--- config.mk ---
export PLATFORM = sky130hd
export DESIGN_NAME = multicycle_ctrl
export DESIGN_NICKNAME = d
export VERILOG_FILES = /design/src/rtl/multicycle_ctrl_pkg.sv /design/src/rtl/multicycle_ctrl_mem_timeout_counter.sv /design/src/rtl/multicycle_ctrl.sv
export SDC_FILE = /design/constraint.sdc
export NUM_CORES = 1
export LEC_CHECK = 0
export ABC_AREA = 0
export ABC_CLOCK_PERIOD_IN_PS = 3600
export BUFFER_PORTS_ARGS = -buffer_cell sky130_fd_sc_hd__clkbuf_2
export CAP_MARGIN = 40
export CELL_PAD_IN_SITES_DETAIL_PLACEMENT = 0
export CELL_PAD_IN_SITES_GLOBAL_PLACEMENT = 1
export CORE_MARGIN = 2
export CORE_UTILIZATION = 30
export CTS_CLUSTER_DIAMETER = 100
export CTS_CLUSTER_SIZE = 25
export DETAILED_ROUTE_END_ITERATION = 10
export GPL_TIMING_DRIVEN = 0
export PLACE_DENSITY_LB_ADDON = 0.05
export SYNTH_ARGS = -nofsm -noshare
export SYNTH_HDL_FRONTEND = slang
export SYNTH_SLANG_ARGS = --single-unit
--- constraint.sdc ---
create_clock -name clk -period 3.6 [get_ports clk]
set_input_delay 0.18 -clock clk [delete_from_list [all_inputs] [get_ports clk]]
set_output_delay 0.18 -clock clk [all_outputs]
set_load 0.1 [all_outputs]
--- src/rtl/multicycle_ctrl_pkg.sv ---
// kgp_ctrl_pkg: shared definitions for the KGP-RISC multi-cycle controller.
// Holds the opcode map, the fixed 3-bit state encoding, ALU function codes,
// PC source codes and small opcode-classification helpers used by the FSM.
package kgp_ctrl_pkg;

   // Opcodes (ir[31:26])
   localparam logic [5:0] OP_ALU_R     = 6'b000000;
   localparam logic [5:0] OP_ALUI_ARITH = 6'b000001;
   localparam logic [5:0] OP_LOAD      = 6'b000010;
   localparam logic [5:0] OP_STORE     = 6'b000011;
   localparam logic [5:0] OP_BRANCH    = 6'b000100;
   localparam logic [5:0] OP_JUMP      = 6'b000101;
   localparam logic [5:0] OP_ALUI_LOGIC = 6'b000110;
   localparam logic [5:0] OP_HALT      = 6'b111111;

   // Controller states, encoding is part of the debug interface (state_o)
   typedef enum logic [2:0] {
      ST_IDLE   = 3'd0,
      ST_FETCH  = 3'd1,
      ST_DECODE = 3'd2,
      ST_EXEC   = 3'd3,
      ST_MEM    = 3'd4,
      ST_WB     = 3'd5,
      ST_HALT   = 3'd6,
      ST_TRAP   = 3'd7
   } state_t;

   // ALU function codes
   typedef enum logic [2:0] {
      ALU_ADD = 3'd0,
      ALU_SUB = 3'd1,
      ALU_AND = 3'd2,
      ALU_OR  = 3'd3,
      ALU_XOR = 3'd4,
      ALU_SLT = 3'd5,
      ALU_SHL = 3'd6,
      ALU_SHR = 3'd7
   } alu_op_t;

   // PC source select codes
   localparam logic [1:0] PC_SEQ  = 2'b00;  // pc + 4
   localparam logic [1:0] PC_BR   = 2'b01;  // pc + sext(imm)
   localparam logic [1:0] PC_JUMP = 2'b10;  // jump target

   // True for every opcode the controller knows how to sequence.
   function automatic logic is_legal(input logic [5:0] op);
      logic ok;
      case (op)
         OP_ALU_R, OP_ALUI_ARITH, OP_ALUI_LOGIC, OP_LOAD,
         OP_STORE, OP_BRANCH, OP_JUMP, OP_HALT: ok = 1'b1;
         default:                               ok = 1'b0;
      endcase
      return ok;
   endfunction

   // Immediate extender mode: offsets and arithmetic immediates are signed,
   // logical immediates (and ops without an immediate) are zero-extended.
   function automatic logic sext_of(input logic [5:0] op);
      logic s;
      case (op)
         OP_ALUI_ARITH, OP_LOAD, OP_STORE, OP_BRANCH: s = 1'b1;
         default:                                     s = 1'b0;
      endcase
      return s;
   endfunction

   // Operand B comes from the extended immediate.
   function automatic logic imm_src_of(input logic [5:0] op);
      logic s;
      case (op)
         OP_ALUI_ARITH, OP_ALUI_LOGIC, OP_LOAD, OP_STORE: s = 1'b1;
         default:                                         s = 1'b0;
      endcase
      return s;
   endfunction

   // Opcode-only ALU decode: branches compare by subtraction, logical
   // immediates OR, address and arithmetic forms add.
   function automatic logic [2:0] alu_op_of(input logic [5:0] op);
      logic [2:0] a;
      case (op)
         OP_BRANCH:     a = ALU_SUB;
         OP_ALUI_LOGIC: a = ALU_OR;
         default:       a = ALU_ADD;
      endcase
      return a;
   endfunction

endpackage

--- src/rtl/multicycle_ctrl_mem_timeout_counter.sv ---
// mem_timeout_counter: counts cycles a memory request waits for its ack.
// Ports: clk/rst (async active-low), clear (restart at 0), enable (request
// held without ack this cycle), limit (allowed wait cycles), expired (this
// waiting cycle is the last one permitted -> caller traps).
module mem_timeout_counter #(
   parameter int CNT_W = 8
) (
   input  logic             clk,
   input  logic             rst,
   input  logic             clear,
   input  logic             enable,
   input  logic [CNT_W-1:0] limit,
   output logic             expired
);

   logic [CNT_W-1:0] count_q;
   logic [CNT_W-1:0] count_d;

   // Next count: clear wins, saturate at all-ones.
   always_comb begin
      count_d = count_q;
      if (clear) begin
         count_d = {CNT_W{1'b0}};
      end else if (enable && (count_q != {CNT_W{1'b1}})) begin
         count_d = count_q + CNT_W'(1'b1);
      end else begin
         count_d = count_q;
      end
   end

   // Count register.
   always_ff @(posedge clk or negedge rst) begin
      if (!rst) begin
         count_q <= {CNT_W{1'b0}};
      end else begin
         count_q <= count_d;
      end
   end

   // A waiting cycle whose increment would reach the limit is the last one;
   // an ack in that cycle deasserts enable and therefore wins.
   assign expired = enable && (count_q == (limit - CNT_W'(1'b1)));

endmodule

--- src/rtl/multicycle_ctrl.sv ---
// multicycle_ctrl: multi-cycle control unit for the KGP-RISC datapath.
// Sequences FETCH/DECODE/EXEC/MEM/WB, traps on illegal opcodes and memory
// timeouts, halts on HALT.
// Ports: clk, rst (async active-low), run, ir, br_cond, imem_ack, dmem_ack in;
// imem_req, ir_we, dmem_req, dmem_we, ext_sel, alu_src_imm, alu_op, reg_we,
// wb_sel, pc_we, pc_src, halted, illegal, state_o out.
module multicycle_ctrl
   import kgp_ctrl_pkg::*;
#(
   parameter int MEM_TIMEOUT = 16,
   parameter int CNT_W       = 8
) (
   input  logic        clk,
   input  logic        rst,
   input  logic        run,
   input  logic [31:0] ir,
   input  logic        br_cond,
   input  logic        imem_ack,
   input  logic        dmem_ack,
   output logic        imem_req,
   output logic        ir_we,
   output logic        dmem_req,
   output logic        dmem_we,
   output logic        ext_sel,
   output logic        alu_src_imm,
   output logic [2:0]  alu_op,
   output logic        reg_we,
   output logic        wb_sel,
   output logic        pc_we,
   output logic [1:0]  pc_src,
   output logic        halted,
   output logic        illegal,
   output logic [2:0]  state_o
);

   localparam logic [CNT_W-1:0] TMO_LIMIT = CNT_W'(MEM_TIMEOUT);

   state_t      state_q, state_d;
   logic [5:0]  op_q, op_d;
   logic        imem_req_q, imem_req_d;
   logic        dmem_req_q, dmem_req_d;
   logic        dmem_we_q, dmem_we_d;
   logic        ext_sel_q, ext_sel_d;
   logic        alu_src_imm_q, alu_src_imm_d;
   logic [2:0]  alu_op_q, alu_op_d;
   logic        reg_we_q, reg_we_d;
   logic        wb_sel_q, wb_sel_d;
   logic        halted_q, halted_d;
   logic        illegal_q, illegal_d;

   logic        tmo_en_s;
   logic        tmo_clear_s;
   logic        tmo_expired_s;
   logic        ir_unused_s;

   // Only the opcode field is decoded here; the rest belongs to the datapath.
   assign ir_unused_s = ^ir[25:0];

   // Request held this cycle with no ack.
   assign tmo_en_s = ((state_q == ST_FETCH) && !imem_ack) ||
                     ((state_q == ST_MEM)   && !dmem_ack);

   // Restart the wait count on every entry into a request state (MEM can go
   // straight back to FETCH, so "not in a request state" is not enough).
   assign tmo_clear_s = ((state_d == ST_FETCH) || (state_d == ST_MEM)) &&
                        (state_d != state_q);

   mem_timeout_counter #(
      .CNT_W (CNT_W)
   ) u_tmo (
      .clk     (clk),
      .rst     (rst),
      .clear   (tmo_clear_s),
      .enable  (tmo_en_s),
      .limit   (TMO_LIMIT),
      .expired (tmo_expired_s)
   );

   // Next-state and opcode latch.
   always_comb begin
      state_d = state_q;
      op_d    = op_q;
      case (state_q)
         ST_IDLE: begin
            if (run) state_d = ST_FETCH;
            else     state_d = ST_IDLE;
         end
         ST_FETCH: begin
            if (imem_ack)           state_d = ST_FETCH == ST_FETCH ? ST_DECODE : ST_DECODE;
            else if (tmo_expired_s) state_d = ST_TRAP;
            else                    state_d = ST_FETCH;
         end
         ST_DECODE: begin
            op_d = ir[31:26];
            if (!is_legal(ir[31:26]))       state_d = ST_TRAP;
            else if (ir[31:26] == OP_HALT)  state_d = ST_HALT;
            else                            state_d = ST_EXEC;
         end
         ST_EXEC: begin
            case (op_q)
               OP_ALU_R, OP_ALUI_ARITH, OP_ALUI_LOGIC: state_d = ST_WB;
               OP_LOAD, OP_STORE:                      state_d = ST_MEM;
               OP_BRANCH, OP_JUMP: begin
                  if (run) state_d = ST_FETCH;
                  else     state_d = ST_IDLE;
               end
               default: state_d = ST_TRAP;
            endcase
         end
         ST_MEM: begin
            if (dmem_ack) begin
               if (op_q == OP_LOAD) state_d = ST_WB;
               else if (run)        state_d = ST_FETCH;
               else                 state_d = ST_IDLE;
            end else if (tmo_expired_s) begin
               state_d = ST_TRAP;
            end else begin
               state_d = ST_MEM;
            end
         end
         ST_WB: begin
            if (run) state_d = ST_FETCH;
            else     state_d = ST_IDLE;
         end
         ST_HALT: state_d = ST_HALT;
         ST_TRAP: state_d = ST_TRAP;
         default: state_d = ST_IDLE;
      endcase
   end

   // Moore outputs for the next cycle, computed from the next state so they
   // can be registered and still line up with the state they belong to.
   always_comb begin
      imem_req_d = (state_d == ST_FETCH);
      dmem_req_d = (state_d == ST_MEM);
      dmem_we_d  = (state_d == ST_MEM) && (op_d == OP_STORE);
      reg_we_d   = (state_d == ST_WB);
      wb_sel_d   = (state_d == ST_WB) && (op_d == OP_LOAD);
      halted_d   = (state_d == ST_HALT);
      illegal_d  = (state_d == ST_TRAP);
      if (state_d == ST_EXEC) begin
         alu_op_d      = alu_op_of(op_d);
         alu_src_imm_d = imm_src_of(op_d);
      end else begin
         alu_op_d      = ALU_ADD;
         alu_src_imm_d = 1'b0;
      end
      if ((state_d == ST_EXEC) || (state_d == ST_MEM) || (state_d == ST_WB)) begin
         ext_sel_d = sext_of(op_d);
      end else begin
         ext_sel_d = 1'b0;
      end
   end

   // FSM state, latched opcode and registered outputs.
   always_ff @(posedge clk or negedge rst) begin
      if (!rst) begin
         state_q       <= ST_IDLE;
         op_q          <= 6'b000000;
         imem_req_q    <= 1'b0;
         dmem_req_q    <= 1'b0;
         dmem_we_q     <= 1'b0;
         ext_sel_q     <= 1'b0;
         alu_src_imm_q <= 1'b0;
         alu_op_q      <= ALU_ADD;
         reg_we_q      <= 1'b0;
         wb_sel_q      <= 1'b0;
         halted_q      <= 1'b0;
         illegal_q     <= 1'b0;
      end else begin
         state_q       <= state_d;
         op_q          <= op_d;
         imem_req_q    <= imem_req_d;
         dmem_req_q    <= dmem_req_d;
         dmem_we_q     <= dmem_we_d;
         ext_sel_q     <= ext_sel_d;
         alu_src_imm_q <= alu_src_imm_d;
         alu_op_q      <= alu_op_d;
         reg_we_q      <= reg_we_d;
         wb_sel_q      <= wb_sel_d;
         halted_q      <= halted_d;
         illegal_q     <= illegal_d;
      end
   end

   // Strobes qualified by same-cycle inputs (ack, br_cond) off registered state.
   always_comb begin
      ir_we  = 1'b0;
      pc_we  = 1'b0;
      pc_src = PC_SEQ;
      case (state_q)
         ST_FETCH: ir_we = imem_ack;
         ST_EXEC: begin
            if (op_q == OP_BRANCH) begin
               pc_we  = 1'b1;
               pc_src = br_cond ? PC_BR : PC_SEQ;
            end else if (op_q == OP_JUMP) begin
               pc_we  = 1'b1;
               pc_src = PC_JUMP;
            end else begin
               pc_we  = 1'b0;
               pc_src = PC_SEQ;
            end
         end
         ST_MEM: pc_we = dmem_ack && (op_q == OP_STORE);
         ST_WB:  pc_we = 1'b1;
         default: begin
            ir_we  = 1'b0;
            pc_we  = 1'b0;
            pc_src = PC_SEQ;
         end
      endcase
   end

   // The opcode is only latched at the end of DECODE, so the extender mode
   // for the DECODE cycle itself is taken straight from ir.
   assign ext_sel     = (state_q == ST_DECODE) ? sext_of(ir[31:26]) : ext_sel_q;
   assign imem_req    = imem_req_q;
   assign dmem_req    = dmem_req_q;
   assign dmem_we     = dmem_we_q;
   assign alu_src_imm = alu_src_imm_q;
   assign alu_op      = alu_op_q;
   assign reg_we      = reg_we_q;
   assign wb_sel      = wb_sel_q;
   assign halted      = halted_q;
   assign illegal     = illegal_q;
   assign state_o     = state_q;

endmodule
==> results.py <==
metrics = {
    "status": {
        "status": "finished, final reports clean",
    },
    "pwr": {
        "finalPower_mw": 1.89,
        "pwr-share-comb_pct": 65.4,
        "ir_drop_mv": 0.739,
        "clockPowerShare_pct": 8.9,
        "p_leak_nw": 0.902,
        "p_sw_mw": 1.05,
        "swShare_pct": 55.7,
        "power.internal_uw": 839,
        "power_frac_seq_pct": 25.7,
        "power_density_nw_per_um2": 989,
    },
    "setup_path": {
        "crit_path_max_fanout": 4,
        "critPathArrivalTime_ns": 2.38,
        "start_kind": "register",
        "worst_ep_required_time_ns": 3.42,
        "path_class": "register to output port",
        "cpPeakStageDelay_ns": 0.57,
        "crit_path_end_kind": "output port",
        "slowest_stage": "or4_1",
        "r2r_slack_ns": 1.19,
        "crit_chain": "or3_4, or4_1, nor3b_2, clkbuf_2",
    },
    "floorplan": {
        "die-area_um2": 6000,
        "num_rows": 26,
        "die_h_um": 77.5,
        "io_pins": 57,
        "start_util_pct": 31.3,
        "core_area_um2": 5170,
        "die_w_um": 77.5,
    },
    "finish": {
        "final_cell_mix": "clkbuf_2, dfrtp_1, nand2_1, a21oi_1, inv_1",
        "fin_area_um2": 1910,
        "antennaDiodeCount": 0,
        "syn_to_final_growth_pct": 18.1,
        "nNetsFinal": 238,
        "fillers": 520,
        "drive_above_1_share_pct": 26.4,
        "final_common_cell": "clkbuf_2",
    },
    "clock_tree": {
        "htree_levels": 1,
        "cts_buffers": 3,
        "clkTransAtPathRegs_ns": 0.09,
        "clock_path_buffers": 2,
        "clock_sinks": 28,
        "insertion_delay_ns": 0.27,
        "root_buffer": "clkbuf_8",
        "cts_tree": "done",
    },
    "timing": {
        "final_max_slew_viol_count": 0,
        "hold_viol_final": 0,
        "timing.fmax_mhz": 390,
        "period_share_pct": 71.2,
        "final-setup-viol-count": 0,
        "whs_ns": 0.141,
        "fin_crit_ns": 2.56,
        "rsz0062_at_grt": "no",
        "slew_headroom_pct": 52.1,
        "setup_tns_ns": 0,
        "clock_skew_ns": 0.00523,
        "worst_pin_slew_ns": 0.719,
        "finalWorstSetupSlack_ns": 1.04,
    },
    "drt": {
        "drtAntennaViolNets": 0,
        "detail_route.wl_per_cell_um": 14.1,
        "via_count": 1318,
        "drt-vias-per-instance": 4.94,
        "drcViolationCount": 0,
        "drt_first_iter_violations": 118,
        "drt_wl_total_um": 3770,
        "firstDrtPassIters": 4,
    },
    "synth": {
        "avgSynthCellArea_um2": 9.88,
        "synth_top_area_cell": "dfrtp_1",
        "synth.cell_area_um2": 1620,
        "synth-edff-count": 0,
        "ys_seq_elements": 28,
        "syn-num-nets": 203,
        "syn_inst": 164,
        "synth.area.top_cells": "dfrtp_1, a21oi_1, nand2_1",
        "yosysSeqAreaShare_pct": 43.2,
        "synth_ff_type": "dfrtp_1",
        "synth_top_area_share_pct": 43.2,
        "async_flop_share_pct": 100,
        "synth.yosys.warnings": 0,
        "synth.distinct_cells": 55,
    },
    "min_path": {
        "hold_class": "primary input to register",
    },
    "placed_design": {
        "placed_area_um2": 1860,
        "dpl.hpwl_um": 2870,
        "numPortBuffers": 29,
        "gp_congestion": 0.767,
        "dp_slack_ns": 1.18,
    },
    "global_routing": {
        "grt_overflow": 0,
        "antenna_found_initial": 0,
        "grt_pass1_wl_um": 6400,
        "track_usage_pct": 13.3,
        "grt_pass1_vias": 1289,
        "grt_max_degree": 29,
    },
    "flow_run": {
        "maxCapViolCount": 0,
    },
}
## metrics by stage
stage | utilization (%) | std cells
6_report | 37.0 | 267
3_3_place_gp | 36.0 | 263
4_1_cts | 37.0 | 267
3_5_place_dp | 36.0 | 263
2_1_floorplan | - | 164
5_1_grt | 37.0 | 267
## cells by family (layout without fill, tap and decap cells)
group	Yosys count	in the layout	share of synthesized area, %
and+or+nand+nor	69	69	26.7
AOI/OAI and AO/OA	37	37	16.1
DFF	28	28	43.2
buffers and inverters	16	49	5.48
xor gates and xnor gates	9	9	4.86
muxes	3	3	2.63
adders and majority gates	1	1	0.772
other	1	1	0.231
## worst max-delay path, delay by kind of cell (launching register included)
kind                   cells  cell delay [ns]
AND/OR/NAND/NOR            3             1.21
buffers and inverters      1             0.48
flip-flops                 1             0.43
## layer usage
metal / share of wire [%] / track usage, % / vias to the layer above
met5: 0 / 0 / -
met4: 0.66 / 3.75 / 0
met3: 5.4 / 2.44 / 2
met2: 44 / 19.4 / 36
met1: 50 / 20.0 / 630
li1: - / - / 650
## power by group through the flow
| stage | logic (mW) | registers (mW) | clock network (mW) |
|---|---|---|---|
| 2_1_floorplan | 0.710 | 0.802 | 0 |
| 3_3_place_gp | 1.24 | 0.492 | 0 |
| 3_5_place_dp | 1.24 | 0.494 | 0 |
| 4_1_cts | 1.25 | 0.489 | 0.179 |
| 5_1_grt | 1.34 | 0.499 | 0.193 |
| 6_report | 1.24 | 0.487 | 0.168 |
## final timing paths
check,start,depth (start not counted),endpoint
max,op_q[3],4,pc_src[0]
min,ir[29],3,op_q[3]
max reg2reg,state_o[2],8,u_tmo.count_q[1]
min reg2reg,op_q[4],2,op_q[4]
max in group asynchronous,rst,2,op_q[4]
min in group asynchronous,rst,2,u_tmo.count_q[2]
## registers in the layout, indices dropped and copies added, names as in the netlist, 2 cells and up
signal	count
alu_op	2
op_q	6
u_tmo.count_q	8
state_o	3
## cell usage after synthesis, drive strengths merged, types with 2 or more instances
| cell type | n |
|---|---|
| a211o | 2 |
| a21oi | 16 |
| and3 | 3 |
| buf | 6 |
| dfrtp | 28 |
| inv | 10 |
| mux2i | 3 |
| nand2 | 18 |
| nand2b | 3 |
| nand3 | 9 |
| nor2 | 9 |
| nor2b | 3 |
| nor3 | 3 |
| nor3b | 2 |
| nor4 | 5 |
| nor4b | 2 |
| o21a | 2 |
| o21ai | 3 |
| o21bai | 3 |
| or3 | 3 |
| or4 | 2 |
| xnor2 | 5 |
| xor2 | 4 |
## timing repair
action / in CTS / in global routing
hold buffers: 1 / 0
resized for setup: 0 / 0
hold endpoints to repair: 28 / 0
buffers inserted: 0 / 0
## final cells by class
type | count | area [µm²] | share of cell area [%]
plain buffers | 6 | 51.3 | 2.68
clock buffers | 3 | 41.3 | 2.16
inverters | 10 | 37.5 | 1.96
multi-input cells | 120 | 841 | 43.9
flip-flops and latches | 28 | 701 | 36.6
well taps | 70 | 87.6 | 4.58
repair buffers | 30 | 155 | 8.10
No activity file was read; power rests on OpenSTA's default activity.
